### src/rtl/sha_state_accum.sv
// rtl/sha_state_accum.sv - SHA-256 chaining-state accumulator with single/double pass control
module sha_state_accum #(
    parameter int                       WORDS = 8,
    parameter int                       WIDTH = 32,
    parameter logic [WORDS*WIDTH-1:0]   IV    = 256'h6a09e667_bb67ae85_3c6ef372_a54ff53a_510e527f_9b05688c_1f83d9ab_5be0cd19,
    parameter int                       CNT_W = 8
) (
    input  logic                    clk,
    input  logic                    rst_n,
    input  logic                    start,
    input  logic                    mode_double,
    input  logic                    abort,
    input  logic                    wv_valid,
    input  logic                    wv_last,
    input  logic [WORDS*WIDTH-1:0]  wv_in,
    output logic                    wv_ready,
    output logic                    mid_valid,
    output logic [WORDS*WIDTH-1:0]  mid_out,
    output logic                    digest_valid,
    output logic [WORDS*WIDTH-1:0]  digest_out,
    input  logic                    digest_ack,
    output logic [CNT_W-1:0]        blk_cnt,
    output logic                    busy
);

    typedef enum logic [1:0] {
        ST_IDLE  = 2'd0,
        ST_PASS1 = 2'd1,
        ST_PASS2 = 2'd2,
        ST_DONE  = 2'd3
    } state_t;

    state_t                   state_q, state_d;
    logic [WORDS*WIDTH-1:0]   h_q, h_d;
    logic [CNT_W-1:0]         cnt_q, cnt_d;
    logic                     dbl_q, dbl_d;
    logic [WORDS*WIDTH-1:0]   mid_q, mid_d;
    logic                     mid_valid_q, mid_valid_d;
    logic [WORDS*WIDTH-1:0]   dig_q, dig_d;
    logic                     dig_valid_q, dig_valid_d;

    logic [WORDS*WIDTH-1:0]   sum;
    logic [CNT_W-1:0]         cnt_inc;
    logic                     accum;

    // Word-wise modulo-2^WIDTH sum of the chaining state and the working variables.
    always_comb begin
        sum = '0;
        for (int i = 0; i < WORDS; i++) begin
            sum[i*WIDTH +: WIDTH] = h_q[i*WIDTH +: WIDTH] + wv_in[i*WIDTH +: WIDTH];
        end
    end

    assign cnt_inc  = (cnt_q == {CNT_W{1'b1}}) ? cnt_q : cnt_q + CNT_W'(1);
    assign wv_ready = (state_q == ST_PASS1) || (state_q == ST_PASS2);
    assign accum    = wv_ready && wv_valid;

    // Next-state logic: abort overrides everything; a last block closes the pass.
    always_comb begin
        state_d     = state_q;
        h_d         = h_q;
        cnt_d       = cnt_q;
        dbl_d       = dbl_q;
        mid_d       = mid_q;
        mid_valid_d = 1'b0;
        dig_d       = dig_q;
        dig_valid_d = dig_valid_q;

        if (abort) begin
            state_d     = ST_IDLE;
            h_d         = IV;
            cnt_d       = '0;
            dig_valid_d = 1'b0;
        end else begin
            case (state_q)
                ST_IDLE: begin
                    if (start) begin
                        state_d = ST_PASS1;
                        h_d     = IV;
                        cnt_d   = '0;
                        dbl_d   = mode_double;
                    end
                end
                ST_PASS1, ST_PASS2: begin
                    if (accum) begin
                        h_d   = sum;
                        cnt_d = cnt_inc;
                        if (wv_last) begin
                            if ((state_q == ST_PASS1) && dbl_q) begin
                                // First-pass digest becomes the second-pass message.
                                mid_d       = sum;
                                mid_valid_d = 1'b1;
                                h_d         = IV;
                                cnt_d       = '0;
                                state_d     = ST_PASS2;
                            end else begin
                                dig_d       = sum;
                                dig_valid_d = 1'b1;
                                state_d     = ST_DONE;
                            end
                        end
                    end
                end
                ST_DONE: begin
                    if (digest_ack) begin
                        dig_valid_d = 1'b0;
                        if (start) begin
                            state_d = ST_PASS1;
                            h_d     = IV;
                            cnt_d   = '0;
                            dbl_d   = mode_double;
                        end else begin
                            state_d = ST_IDLE;
                        end
                    end
                end
                default: state_d = ST_IDLE;
            endcase
        end
    end

    // State and datapath registers with synchronous active-low reset.
    always_ff @(posedge clk) begin
        if (!rst_n) begin
            state_q     <= ST_IDLE;
            h_q         <= IV;
            cnt_q       <= '0;
            dbl_q       <= 1'b0;
            mid_q       <= '0;
            mid_valid_q <= 1'b0;
            dig_q       <= '0;
            dig_valid_q <= 1'b0;
        end else begin
            state_q     <= state_d;
            h_q         <= h_d;
            cnt_q       <= cnt_d;
            dbl_q       <= dbl_d;
            mid_q       <= mid_d;
            mid_valid_q <= mid_valid_d;
            dig_q       <= dig_d;
            dig_valid_q <= dig_valid_d;
        end
    end

    assign mid_valid    = mid_valid_q;
    assign mid_out      = mid_q;
    assign digest_valid = dig_valid_q;
    assign digest_out   = dig_q;
    assign blk_cnt      = cnt_q;
    assign busy         = (state_q != ST_IDLE);

endmodule

### config.mk
export PLATFORM = sky130hd
export DESIGN_NAME = sha_state_accum
export DESIGN_NICKNAME = d
export VERILOG_FILES = /design/src/rtl/sha_state_accum.sv
export SDC_FILE = /design/constraint.sdc
export NUM_CORES = 2
export LEC_CHECK = 0
export ABC_AREA = 1
export CORE_UTILIZATION = 40
export CTS_CLUSTER_SIZE = 16
export DETAILED_ROUTE_END_ITERATION = 12
export SYNTH_ARGS = -nofsm -noshare
export SYNTH_HDL_FRONTEND = slang
export SYNTH_SLANG_ARGS = --single-unit
### constraint.sdc
create_clock -name clk -period 6.1 [get_ports clk]
set_input_delay 0.61 -clock clk [delete_from_list [all_inputs] [get_ports clk]]
set_output_delay 0.61 -clock clk [all_outputs]
set_load 0.02 [all_outputs]
==> summary.md <==
| Metric | Value |
|---|---|
| Outcome | `complete, no violations` |
| Design area | `between 50000 and 60000 um^2` |
| Fillers | `12000` |
| Post-Place Cell Area | `around 56000 um^2` |
| Hold Path Depth | `3` |
| Pwr Density | `around 260 nW/um^2` |
| Cells after Synth | `7629` |
| Slew headroom | `29.3%` |
| Reg2reg path depth | `12` |
| Gpl congestion | `0.996` |
| Port buffer count | `about 790` |
| Largest net degree at the start of global routing | `166` |
| Final min period | `roughly 4 ns` |
| Die area | `119000 um^2` |
| Clock Pin Slew Worst Setup and Hold Paths | `0.06 ns` |
| Synth top area cells | `dfxtp_1 (33%), nand2_1 (18%), inv_1 (10%)` |
| Setup CP Type | `reg -> reg` |
| Crit path DAT | `4.54 ns` |
| CTS tree | `yes` |
| FF-to-FF Start | `state_q[0]$_SDFFE_PP0P_` |
| Number of flops mapped to enable cells by yosys | `0` |
| Cts repair resizes | `0` |
| Setup WS post-layout | `2.08 ns` |
| Vias in the first global route | `46000` |
| Switching Share | `33.9%` |
| Power Internal | `between 10000 and 15000 uW` |
| Final #Nets | `8811` |
| Vias | `between 40000 and 50000` |
| Final Max Slew Viols | `0` |
| Post-synth design cell area | `about 47000 um^2` |
| RSZ-0062 raised after global routing | `no` |
| Net Switching | `5150 uW` |
| Async SR Flop Fraction | `0%` |
| R2r endpoint | `h_q[146]$_SDFFE_PP1P_` |
| Fmax | `249 MHz` |
| Post-DRT Antenna Nets | `0` |
| First-pass GRT wire length | `approximately 270000 um` |
| Sequential power share | `between 30 and 40%` |
| Synth area leader | `dfxtp_1` |
| Post-CTS Setup Bufs | `0` |
| #FFs+latches synth | `between 700 and 800` |
| Final setup vio count | `0` |
| CP required | `6.62 ns` |
| Critical Path End Type | `flip-flop` |
| Most used DFF post-synth | `dfxtp_1` |
| DRT Pass-1 Iters | `6` |
| Clock power frac | `40.1%` |
| Layout area overhead | `26.4%` |
| CTS Buffer Depth | `3` |
| Syn. warnings | `0` |
| DRC errors left | `0` |
| Largest fanout on the critical path | `90` |
| Worst hold endpoint | `mid_out[230]$_SDFFE_PN0P_` |
| Post-place setup slack | `~1.8 ns` |
| Synth top area share | `33.3%` |
| Starting density of the core | `40.4%` |
| GR Overflow Total | `0` |
| Combinational share of power | `24.5%` |
| TritonCTS Buffers | `a little over 90` |
| Total core area | `116000 um^2` |
| Leakage power | `0.0302 uW` |
| Max-Cap Viols | `0` |
| Die width | `345 um` |
| Syn Area/Cell | `a little over 6 um^2` |
| Number of I/O pins | `around 790` |
| Wire per inst | `between 15 and 20 um` |
| Rows | `125` |
| Clock Skew | `0.0295 ns` |
| Clk_lat worst skew | `0.69 ns` |
| Gr usage total | `30.1%` |
| Vias per Instance | `4.98` |
| Die Y | `345 um` |
| Hold Path Class | `in -> reg` |
| Register area share after synthesis | `33.3%` |
| Post-DP HPWL | `143000 um` |
| CP startpoint | `state_q[0]$_SDFFE_PP0P_` |
| Max VDD drop | `roughly 270 uV` |
| Syn_nets | `8154` |
| Layout cell share with drive strength beyond 1 | `under 10%` |
| HP Start | `rst_n` |
| Total negative slack | `0 ns` |
| Worst reg-to-reg setup slack | `approximately 2.1 ns` |
| Yosys cell types | `36` |
| Number of H-tree levels | `3` |
| CTS Hold Bufs | `0` |
| Slew @ Worst Pin | `~1.1 ns` |
| Final Hold Vio Count | `0` |
| CTS root buf | `clkbuf_16` |
| Number of clock sinks | `781` |
| Count leader, synth | `nand2_1` |
| Iteration-0 DRC Markers | `3479` |
| Final worst path period share | `65.8%` |
| Startpoint type of the worst setup path | `flip-flop` |
| Post-synth top cells | `nand2_1 (2299), inv_1 (1263), nor2_1 (1018)` |
| Antenna violations before repair | `44` |
| Minimum hold slack | `0.458 ns` |
| Total Routed Length | `185000 um` |
[logic make-up after synthesis]
kind of cell               synth area share, %
buffers and inverters                     12.5
and+or+nand+nor                           32.8
AOI/OAI and AO/OA                         12.1
adders and majority gates                 7.08
DFF                                       33.3
xor gates and xnor gates                  2.29
[power by group through the flow]
stage	Clock [uW]	Sequential [uW]	Combinational (uW)
after global placement	0	5490	3670
final	6090	5380	3730
after global routing	6370	5400	4120
after CTS	6190	5380	3720
after detailed placement	0	5490	3700
after floorplan	0	5540	2260
[worst max-delay path: stages, from the launching register on]
cell     delay, ns
dfxtp_1       0.39
inv_1         0.09
ha_1          0.41
inv_2         0.09
nor2_1        0.14
nor2_1        0.12
nand2_8       0.45
inv_4         0.06
a21oi_4       0.77
inv_4         0.52
buf_12        0.39
a21oi_1       0.18
o21ai_0       0.10
[state kept, by name (all words and copies together), names as in the netlist]
signal,count
blk_cnt,8
dbl_q,1
digest_out,256
digest_valid,1
h_q,256
mid_out,256
mid_valid,1
state_q,2
[worst max-delay path by stage]
stage,endpoint,slack (ns),cells after the start
3_5_place_dp,h_q[146]$_SDFFE_PP1P_,1.84,9
4_1_cts,h_q[146]$_SDFFE_PP1P_,2.08,12
6_report,h_q[146]$_SDFFE_PP1P_,2.08,12
5_1_grt,h_q[136]$_SDFFE_PP1P_,1.75,12
2_1_floorplan,digest_out[22]$_SDFFE_PN0P_,3.86,15
3_3_place_gp,h_q[146]$_SDFFE_PP1P_,1.95,9
[metal layers]
layer	share of wire, %	track usage (%)	vias up
li1	-	-	25100
met2	48	51.9	1409
met4	4.3	13.3	22
met5	0.079	0	-
met1	41	36.2	22600
met3	6.4	5.55	313
[cells in the final DEF, fill, tap and decap left out, types with 5 or more instances in the layout]
cell,count
nand4_1,25
nand3_1,466
bufinv_16,11
clkinv_4,5
clkbuf_8,22
xor2_1,79
clkdlybuf4s50_1,786
inv_1,1262
a31oi_1,40
a21o_1,17
nor3_1,43
buf_12,6
a21oi_1,487
fa_1,8
diode_2,29
buf_4,21
o21ai_0,375
clkinv_2,16
nor2_1,1017
clkinvlp_4,6
nand3b_1,9
xnor2_1,44
o211ai_1,92
clkbuf_16,97
dfxtp_1,781
and2_1,15
o21bai_1,27
ha_1,253
nand2_1,2299
clkbuf_1,12
[stage by stage]
stage,util [%],instances,power (uW)
floorplan,-,7629,7800
global placement,48.2,9715,9160
detailed placement,48.2,9715,9190
CTS,51.0,9887,15300
global route,51.1,9912,15900
finish,51.1,9916,15200
[final cells by class]
| cell class | count | area, um^2 | share of cell area [%] |
|---|---|---|---|
| diodes | 29 | 72.6 | 0.122 |
| clock buffers | 130 | 2760 | 4.65 |
| clock inverters | 42 | 553 | 0.931 |
| inverters | 1269 | 4780 | 8.05 |
| multi-input cells | 5327 | 25500 | 43.0 |
| flip-flops and latches | 781 | 15600 | 26.3 |
| well taps | 1524 | 1910 | 3.21 |
| repair buffers | 814 | 8160 | 13.7 |
No activity file was read; power rests on OpenSTA's default activity.
